File: src/rtl/uart_rx_oversampled_pkg.sv
// Shared UART definitions: receiver state encoding, baud divider helper, frame width.
`timescale 1ns/1ps
package uart_pkg;

  localparam int unsigned UART_DATA_BITS = 8;

  typedef enum logic [2:0] {
    IDLE      = 3'd0,
    START     = 3'd1,
    DATA      = 3'd2,
    STOP      = 3'd3,
    WAIT_IDLE = 3'd4
  } rx_state_t;

  // Clocks per oversample tick, rounded to nearest.
  function automatic int unsigned calc_div(input int unsigned clk_hz,
                                           input int unsigned baud,
                                           input int unsigned os);
    int unsigned den;
    den = baud * os;
    return (clk_hz + den / 2) / den;
  endfunction

endpackage

File: src/rtl/uart_rx_oversampled_baud_tick_gen.sv
// Free-running oversample tick divider; clear restarts the phase at zero.
`timescale 1ns/1ps
module baud_tick_gen #(
  parameter int unsigned DIV = 27
) (
  input  logic clk,
  input  logic rst_n,
  input  logic clear,
  output logic tick
);

  localparam int unsigned CW = (DIV > 1) ? $clog2(DIV) : 1;
  localparam logic [CW-1:0] LAST = CW'(DIV - 1);

  logic [CW-1:0] cnt;

  always_ff @(posedge clk or negedge rst_n) begin
    if (!rst_n) begin
      cnt <= '0;
    end else if (clear || cnt == LAST) begin
      cnt <= '0;
    end else begin
      cnt <= cnt + 1'b1;
    end
  end

  assign tick = !clear && (cnt == LAST);

endmodule

File: src/rtl/uart_rx_oversampled.sv
// 8N1 UART receiver: 2-FF synchroniser, oversampled 3-sample majority vote,
// false-start rejection and framing-error detection with break lockout.
`timescale 1ns/1ps
module uart_rx_oversampled
  import uart_pkg::*;
#(
  parameter int unsigned CLK_HZ     = 50_000_000,
  parameter int unsigned BAUD       = 115200,
  parameter int unsigned OVERSAMPLE = 16
) (
  input  logic                      clk,
  input  logic                      rst_n,
  input  logic                      rx,
  output logic                      rxReady,
  output logic [UART_DATA_BITS-1:0] rxData,
  output logic                      rxFramingError,
  output logic                      rxBusy
);

  localparam int unsigned DIV = calc_div(CLK_HZ, BAUD, OVERSAMPLE);
  localparam int unsigned SW  = $clog2(OVERSAMPLE);
  localparam int unsigned IW  = $clog2(UART_DATA_BITS);

  localparam logic [SW-1:0] S_V0   = SW'(OVERSAMPLE / 2 - 1);
  localparam logic [SW-1:0] S_V1   = SW'(OVERSAMPLE / 2);
  localparam logic [SW-1:0] S_DEC  = SW'(OVERSAMPLE / 2 + 1);
  localparam logic [SW-1:0] S_LAST = SW'(OVERSAMPLE - 1);
  localparam logic [IW-1:0] I_LAST = IW'(UART_DATA_BITS - 1);

  logic                      rx_meta;
  logic                      rxs;
  rx_state_t                 state;
  logic [SW-1:0]             s;
  logic [IW-1:0]             bit_idx;
  logic [UART_DATA_BITS-1:0] shift;
  logic                      v0;
  logic                      v1;
  logic                      tick;
  logic                      clear;
  logic                      vote;
  logic                      at_dec;
  logic                      at_wrap;

  always_ff @(posedge clk or negedge rst_n) begin
    if (!rst_n) begin
      rx_meta <= 1'b1;
      rxs     <= 1'b1;
    end else begin
      rx_meta <= rx;
      rxs     <= rx_meta;
    end
  end

  // Bit phase is re-anchored to the detected start edge.
  assign clear = (state == IDLE) && !rxs;

  baud_tick_gen #(.DIV(DIV)) u_tick (
    .clk   (clk),
    .rst_n (rst_n),
    .clear (clear),
    .tick  (tick)
  );

  assign vote    = (v0 & v1) | (v0 & rxs) | (v1 & rxs);
  assign at_dec  = tick && (s == S_DEC);
  assign at_wrap = tick && (s == S_LAST);

  always_comb begin
    rxBusy = (state == START) || (state == DATA) || (state == STOP);
  end

  always_ff @(posedge clk or negedge rst_n) begin
    if (!rst_n) begin
      state          <= IDLE;
      s              <= '0;
      bit_idx        <= '0;
      shift          <= '0;
      v0             <= 1'b1;
      v1             <= 1'b1;
      rxReady        <= 1'b0;
      rxFramingError <= 1'b0;
      rxData         <= '0;
    end else begin
      rxReady        <= 1'b0;
      rxFramingError <= 1'b0;

      if (tick && state != IDLE) begin
        if (s == S_V0) v0 <= rxs;
        if (s == S_V1) v1 <= rxs;
      end

      unique case (state)
        IDLE: begin
          if (!rxs) begin
            state <= START;
            s     <= '0;
          end
        end
        START: begin
          if (tick) s <= (s == S_LAST) ? '0 : s + 1'b1;
          if (at_dec && vote) begin
            state <= IDLE;
          end else if (at_wrap) begin
            state   <= DATA;
            bit_idx <= '0;
          end
        end
        DATA: begin
          if (tick) s <= (s == S_LAST) ? '0 : s + 1'b1;
          if (at_dec) shift <= {vote, shift[UART_DATA_BITS-1:1]};
          if (at_wrap) begin
            if (bit_idx == I_LAST) state <= STOP;
            else                   bit_idx <= bit_idx + 1'b1;
          end
        end
        STOP: begin
          if (tick) s <= (s == S_LAST) ? '0 : s + 1'b1;
          // Leave at the stop-bit centre so a fast sender's next start edge is not missed.
          if (at_dec) begin
            if (vote) begin
              rxData  <= shift;
              rxReady <= 1'b1;
              state   <= IDLE;
            end else begin
              rxFramingError <= 1'b1;
              state          <= WAIT_IDLE;
              s              <= '0;
            end
          end
        end
        WAIT_IDLE: begin
          if (!rxs) begin
            s <= '0;
          end else if (tick) begin
            if (s == S_LAST) state <= IDLE;
            else             s <= s + 1'b1;
          end
        end
        default: state <= IDLE;
      endcase
    end
  end

endmodule

File: config.mk
export PLATFORM = sky130hd
export DESIGN_NAME = uart_rx_oversampled
export DESIGN_NICKNAME = d
export VERILOG_FILES = /design/src/rtl/uart_rx_oversampled_pkg.sv /design/src/rtl/uart_rx_oversampled_baud_tick_gen.sv /design/src/rtl/uart_rx_oversampled.sv
export SDC_FILE = /design/constraint.sdc
export NUM_CORES = 1
export LEC_CHECK = 0
export ABC_AREA = 1
export CAP_MARGIN = 20
export CELL_PAD_IN_SITES_DETAIL_PLACEMENT = 0
export CELL_PAD_IN_SITES_GLOBAL_PLACEMENT = 1
export CORE_ASPECT_RATIO = 1.75
export CORE_MARGIN = 2
export CORE_UTILIZATION = 39
export DETAILED_ROUTE_END_ITERATION = 10
export HOLD_SLACK_MARGIN = 0.05
export PLACE_DENSITY = 0.75
export SYNTH_ARGS = -nofsm -noshare
export SYNTH_HDL_FRONTEND = slang
export SYNTH_SLANG_ARGS = --single-unit
File: constraint.sdc
create_clock -name clk -period 2.2 [get_ports clk]
set_input_delay 0.55 -clock clk [delete_from_list [all_inputs] [get_ports clk]]
set_output_delay 0.55 -clock clk [all_outputs]
set_load 0.01 [all_outputs]
==> impl_results.html <==
<table>
<tr><th>Metric</th><th>Value</th></tr>
<tr><th colspan="2">Placement</th></tr>
<tr><td>Estimated wirelength of the detail-placed design</td><td>2690 um</td></tr>
<tr><td>Port Buffers</td><td>13</td></tr>
<tr><td>Weighted congestion at the end of routability-driven global placement</td><td>0.757</td></tr>
<tr><td>Placement Setup Slack</td><td>428 ps</td></tr>
<tr><th colspan="2">Clock tree</th></tr>
<tr><td>Master cell of the clock root buffer</td><td>sky130_fd_sc_hd__clkbuf_8</td></tr>
<tr><td>Number of buffers on the longest clock path</td><td>2</td></tr>
<tr><td>Clock sinks</td><td>37</td></tr>
<tr><td>CTS tree</td><td>done</td></tr>
<tr><td>Insertion delay to the later sink of the worst-skew pair</td><td>290 ps</td></tr>
<tr><td>Clock slew at reported path FFs</td><td>80 ps</td></tr>
<tr><td>Depth of the CTS H-tree</td><td>2</td></tr>
<tr><td>TritonCTS buffer count</td><td>5</td></tr>
<tr><td>Quantity of gates resized following cts</td><td>0</td></tr>
<tr><td>Cts-stage hold buffer count</td><td>0</td></tr>
<tr><td>Post-CTS repair timing setup buffer count</td><td>0</td></tr>
<tr><th colspan="2">GRT</th></tr>
<tr><td>Global route total overflow</td><td>0</td></tr>
<tr><td>Maximum number of pins on one net before global-route repair</td><td>38</td></tr>
<tr><td>Via count of the first global-routing pass</td><td>1413</td></tr>
<tr><td>Number of antenna violations at the first check in global routing</td><td>0</td></tr>
<tr><td>Overall fraction of global-route tracks in use</td><td>15.0%</td></tr>
<tr><td>Global-route wire length before repair</td><td>6280 um</td></tr>
<tr><th colspan="2">Synth</th></tr>
<tr><td>Post-synthesis instance total</td><td>217</td></tr>
<tr><td>Top post-synthesis cells by area</td><td>sky130_fd_sc_hd__dfrtp_1 44%, sky130_fd_sc_hd__nand2_1 11%, sky130_fd_sc_hd__o21ai_2 7.4%</td></tr>
<tr><td>Distinct cells, synth</td><td>27</td></tr>
<tr><td>Flop and latch count out of synthesis</td><td>37</td></tr>
<tr><td>Area share of the leading cell type in the synthesized netlist</td><td>43.5%</td></tr>
<tr><td>Cell area after technology mapping</td><td>1900 sq um</td></tr>
<tr><td>Post-Syn Area per Cell</td><td>8.74 sq um</td></tr>
<tr><td>Syn nets</td><td>227</td></tr>
<tr><td>Yosys warning total</td><td>0</td></tr>
<tr><td>Post-synthesis cell type with the largest combined area</td><td>sky130_fd_sc_hd__dfrtp_1</td></tr>
<tr><td>Sequential cell area fraction in the yosys report</td><td>49.1%</td></tr>
<tr><th colspan="2">Worst hold path</th></tr>
<tr><td>Type of the worst min-delay path</td><td>in -&gt; async</td></tr>
<tr><th colspan="2">Finish</th></tr>
<tr><td>Number of nets in the layout</td><td>246</td></tr>
<tr><td>Layout overhead on the synthesized area</td><td>15.6%</td></tr>
<tr><td>Leading cell type in the layout, fill and taps excluded</td><td>sky130_fd_sc_hd__nand2_1</td></tr>
<tr><td>Final standard cell utilization of the core</td><td>47.0%</td></tr>
<tr><td>Number of fill cells</td><td>478</td></tr>
<tr><td>Ratio of cells with drive above 1 in the final layout</td><td>19.4%</td></tr>
<tr><td>Most frequent cells in the layout</td><td>58 x sky130_fd_sc_hd__nand2_1, 32 x sky130_fd_sc_hd__dfrtp_1, 28 x sky130_fd_sc_hd__inv_1</td></tr>
<tr><td>Total inserted antenna cells</td><td>0</td></tr>
<tr><th colspan="2">Worst setup path</th></tr>
<tr><td>Critical path launch point type</td><td>register</td></tr>
<tr><td>Largest fanout on the critical path</td><td>6</td></tr>
<tr><td>CP max-delay cell</td><td>sky130_fd_sc_hd__clkdlybuf4s50_1</td></tr>
<tr><td>Crit Reg-Reg Startpoint</td><td>u_tick.cnt[0]$_DFF_PN0_</td></tr>
<tr><td>Longest individual stage delay on the worst path</td><td>550 ps</td></tr>
<tr><td>Worst EP arrival</td><td>1520 ps</td></tr>
<tr><td>WS Path Type</td><td>reg -&gt; out</td></tr>
<tr><td>Cell-by-cell listing of the critical path</td><td>nor2_2, nor2_1, clkdlybuf4s50_1</td></tr>
<tr><td>Crit path from</td><td>state[0]$_DFFE_PN0P_</td></tr>
<tr><td>Worst Path Required</td><td>1650 ps</td></tr>
<tr><td>Critical Path Sink Type</td><td>primary output</td></tr>
<tr><th colspan="2">STA</th></tr>
<tr><td>Number of endpoints with negative hold slack in the final report</td><td>0</td></tr>
<tr><td>Final number of max-transition violations</td><td>0</td></tr>
<tr><td>Achievable clock frequency</td><td>484 MHz</td></tr>
<tr><td>Finish-stage setup viols</td><td>0</td></tr>
<tr><td>RSZ-0062 raised after global routing</td><td>no</td></tr>
<tr><td>Tmin final</td><td>2070 ps</td></tr>
<tr><td>Worst-Margin Slew</td><td>563 ps</td></tr>
<tr><td>Share of the clock period used by the worst path</td><td>93.9%</td></tr>
<tr><td>Min setup slack post-route</td><td>135 ps</td></tr>
<tr><td>Max-Slew Margin vs Limit</td><td>62.0%</td></tr>
<tr><td>Clock tree skew after final layout</td><td>10.4 ps</td></tr>
<tr><td>Setup TNS</td><td>0 ps</td></tr>
<tr><th colspan="2">Floorplan</th></tr>
<tr><td>Boundary Pins</td><td>14</td></tr>
<tr><td>Die width</td><td>56.7 um</td></tr>
<tr><td>Starting utilization of the core area</td><td>40.7%</td></tr>
<tr><td>Area of the die</td><td>5460 sq um</td></tr>
<tr><td>Floorplan die height</td><td>96.3 um</td></tr>
<tr><td>Placeable core region</td><td>4670 sq um</td></tr>
<tr><td>Total number of placement rows</td><td>33</td></tr>
<tr><th colspan="2">Power and ir drop</th></tr>
<tr><td>Leakage power</td><td>1.02 nW</td></tr>
<tr><td>Worst voltage drop across the vdd grid</td><td>449 uV</td></tr>
<tr><td>PD cells</td><td>600 nW/um^2</td></tr>
<tr><th colspan="2">Route</th></tr>
<tr><td>DRC violation total after the first TritonRoute iteration</td><td>32</td></tr>
<tr><td>Routed WL per cell</td><td>12.5 um</td></tr>
<tr><td>Metal2 WL</td><td>1880 um</td></tr>
<tr><td>Remaining design rule violation count</td><td>0</td></tr>
<tr><td>Post-Route WL</td><td>3630 um</td></tr>
<tr><td>Met3 Routed Length</td><td>91 um</td></tr>
<tr><td>Number of iterations in the first detailed-routing pass</td><td>4</td></tr>
<tr><td>Number of vias per cell</td><td>4.88</td></tr>
<tr><td>Number of nets with antenna violations after detailed routing</td><td>0</td></tr>
<tr><td>Detailed-route via count</td><td>1409</td></tr>
<tr><td>Met1 WL</td><td>1550 um</td></tr>
<tr><td>Top metal layer carrying routed signals</td><td>met4</td></tr>
<tr><th colspan="2">Flow run</th></tr>
<tr><td>MaxCap Viol Count</td><td>0</td></tr>
<tr><th colspan="2">Status</th></tr>
<tr><td>Run status</td><td>completed</td></tr>
</table>
## area by class of cell
cell class / instances / area (sq um) / share of cell area, %
inverters: 30 / 113 / 5.13
repair buffers: 14 / 133 / 6.05
flip-flops and latches: 37 / 932 / 42.5
multi-input cells: 148 / 831 / 37.9
clock inverters: 2 / 37.5 / 1.71
clock buffers: 6 / 82.6 / 3.76
well taps: 52 / 65.1 / 2.97
## path summary, 6_finish.rpt
| kind | to | slack, ps | depth (start not counted) |
|---|---|---|---|
| worst max-delay path | rxBusy | 130 | 3 |
| worst min-delay path | rxData[7]$_DFFE_PN0P_ | 290 | 2 |
| worst max register to register | state[1]$_DFFE_PN0P_ | 420 | 11 |
| worst min register to register | rxs$_DFF_PN1_ | 370 | 0 |
| max in group asynchronous | v0$_DFFE_PN1P_ | 1540 | 2 |
| min in group clk | rxs$_DFF_PN1_ | 370 | 0 |
## flip-flops by register name, summed over array words and instances, names as in the netlist
signal,count
bit_idx,3
rxData,8
rxFramingError,1
rxReady,1
rx_meta,1
rxs,1
s,4
shift,8
state,3
u_tick.cnt,5
v0,1
v1,1
## critical path, delay by kind of cell, from the launching register on
| family | cells | cell delay (ps) |
|---|---|---|
| buffers and inverters | 1 | 550 |
| flip-flops | 1 | 450 |
| AND/OR/NAND/NOR | 2 | 230 |
## cell usage after synthesis (all sizes together)
cell   number
a31o        1
ha          7
o21a        1
or2         2
inv        30
nor2       24
nand2      60
dfstp       4
a21oi       4
nand4       1
xnor2       1
nand3      15
o21ai      27
dfrtp      33
nor3        2
xor2        3
buf         2
## power breakdown
group	switching, W	internal [W]	total [W]
clock	0.000245	0.000369	0.000613
combinational	0.0000146	0.00000350	0.0000181
sequential	0.00000150	0.000683	0.000685
total	0.000261	0.00106	0.00132
## cells by family (layout without fill, tap and decap cells)
group	Yosys count	in the layout	share of synthesized area, %
XOR/XNOR	4	4	1.85
adder cells (fa/ha/maj)	7	7	4.62
buffers and inverters	32	52	7.12
AO/OA/AOI/OAI	33	33	12.2
flip-flops	37	37	49.1
AND/OR/NAND/NOR	104	104	25.1
## layer usage
layer / GRT usage, % / vias to the layer above
met5: 0 / -
met4: 8.53 / 0
met3: 2.82 / 9
met2: 26.2 / 20
met1: 17.0 / 661
li1: - / 719
## per-stage QoR
step                      area [sq um]  cells  total power (W)  hold slack [ps]
after global placement            2070    281         0.000718              346
after detailed placement          2070    281         0.000717              347
after global routing              2190    289          0.00137              348
final                             2190    289          0.00132              294
after CTS                         2190    289          0.00134              312
after floorplan                   1900    217         0.000698              254
(Power assumes the default switching activity.)
==> edit, RTL diff (same flow settings) <==
`OVERSAMPLE`: 16 -> 32.
--- a/src/rtl/uart_rx_oversampled.sv
+++ b/src/rtl/uart_rx_oversampled.sv
@@ -8,3 +8,3 @@
   parameter int unsigned BAUD       = 115200,
-  parameter int unsigned OVERSAMPLE = 16
+  parameter int unsigned OVERSAMPLE = 32
 ) (
Behaviour: no difference found for any inputs over 10 cycles, from zero or initial values and one cycle with rst_n low; that may be too few to reach the edited logic, so the function may still have changed.
==> edit against the original RTL <==
Total power fell by 1.9%; setup slack improved by 0.018 ns; design area rose by 5.0%; synthesized area rose by 5.2%; highest routed layer unchanged; largest power group unchanged; routed wire length rose by 10%; first-iteration DRC count rose by 100%; sequential cell count did not move; largest cell class unchanged; critical path depth did not move; combinational power rose by 9%.
==> edit: results (changes against the original RTL) <==
Clk power=0.587 mW (-4.2%); Routed wire per std cell=12.6 um (+0.33%); number of nets in the layout=276 (+12%); dominant cells by area after synthesis=sky130_fd_sc_hd__dfrtp_1 41%, sky130_fd_sc_hd__nand2_1 13%, sky130_fd_sc_hd__ha_1 6.3%, sky130_fd_sc_hd__inv_1 6.2%, sky130_fd_sc_hd__dfstp_2 5.3%; transition time at the pin with the least slew margin=0.485 ns (-0.0783 ns); fraction of final layout cells with drive strength greater than 1=0.144 (-0.0502); post-synthesis cell count=243 (+12%); worst vdd rail ir drop=0.512 mV (+14%); stage delay of the slowest cell on the critical path=between 0.5 and 0.6 ns; adder and majority gate portion of the synthesized area=0.0627 (+0.0165); global placer's final weighted congestion=0.809 (+6.8%); Compound-Gate Fraction of Synth Area=0.0953 (-0.0267); most used standard cells in the synthesized netlist=69 x sky130_fd_sc_hd__nand2_1, 33 x sky130_fd_sc_hd__dfrtp_1, 33 x sky130_fd_sc_hd__inv_1, 19 x sky130_fd_sc_hd__o21ai_1, 14 x sky130_fd_sc_hd__nand3_1; placed cells=310 (+10%); FFs w/ async S/R, synth=1.00 (unchanged); Total GRT Usage=0.163 (+0.0124); Avg Vias per Cell=4.92 (+0.88%); Max FO, Critical Path=5 (-1); cts bufs inserted=5 (unchanged); Initial DRC Count=64 (+100%); fraction of power consumed by the clock network=0.455 (-0.011); Via Count=1564 (+11%); post-placement worst setup slack=0.217 ns (-0.211 ns); number of optimization iterations in the first detailed-route pass=5 (+1); CTS clock-pin slew for the worst setup and hold paths=0.08 ns (about the same); registers with the most flip-flops=rxData x8, shift x8, s x5; Sequential Power Share=0.530 (+0.010); number of distinct library cell variants in the gate-level netlist after synthesis=28 (+3.7%); Worst Path Arrival=1.50 ns (-0.02 ns); Static Leak=1.15 nW (+12%); Syn Nets=256 (+13%); switching fraction of total power=0.205 (+0.00719); Seq/Total Area, Yosys=0.466 (-0.0243); clk_skew=0.0107 ns (+0.000254 ns); post-DP HPWL=3140 um (+17%); outcome=finished, final reports clean; via count of the first global-routing pass=1541 (+9.1%); area post-placement=2180 um2 (+5.4%); global-route wire length before repair=7130 um (+14%); synthesized-area fraction occupied by xor and xnor cells=0.0132 (-0.00530)
==> edit: cell count changes after synthesis, moves of 5 or more <==
cell                      unedited run  this run
sky130_fd_sc_hd__inv_1              28        33
sky130_fd_sc_hd__nand2_1            58        69
sky130_fd_sc_hd__nand2_2             1         6
sky130_fd_sc_hd__nand4_1             1         7
sky130_fd_sc_hd__nor2_1             18        10
sky130_fd_sc_hd__o21ai_1             2        19
sky130_fd_sc_hd__o21ai_2            16         1
==> edit: metal layers <==
layer	global-route usage	wire, um	up-vias
li1	-	-	808
met1	0.186	1560	721
met2	0.287	2230	27
met3	0.0236	115	8
met4	0.0787	98	0
met5	0	0	-
==> edit: cell families (layout without fill, tap and decap cells) <==
logic type / after synthesis / in the layout
xor+xnor: 3 / 3
compound gates: 36 / 36
flops: 37 / 37
buf+inv: 40 / 61
fa+ha+maj: 10 / 10
simple gates: 117 / 117
==> edit: critical path: cells and delay by family, from the launching register on <==
family	cells	cell delay (ns)
buf+inv	1	0.56
flops	1	0.44
simple gates	2	0.22
==> edit: layout make-up <==
cell class,instances,area [um2]
Clock buffer,5,68.8
Multi-Input combinational cell,166,901
Fill cell,506,2630
Timing Repair Buffer,16,148
Clock inverter,3,46.3
Tap cell,54,67.6
Inverter,37,139
Sequential cell,37,932
==> edit: path summary, 6_finish.rpt <==
check | slack, ns | depth (start not counted) | to | from
max | 0.15 | 3 | rxBusy | state[1]
min | 0.28 | 2 | rxReady | rst_n
max reg2reg | 0.30 | 11 | state[1] | s[1]
min reg2reg | 0.36 | 0 | rxs | rx_meta
max in group asynchronous | 1.56 | 2 | rx_meta | rst_n
min in group clk | 0.36 | 0 | rxs | rx_meta
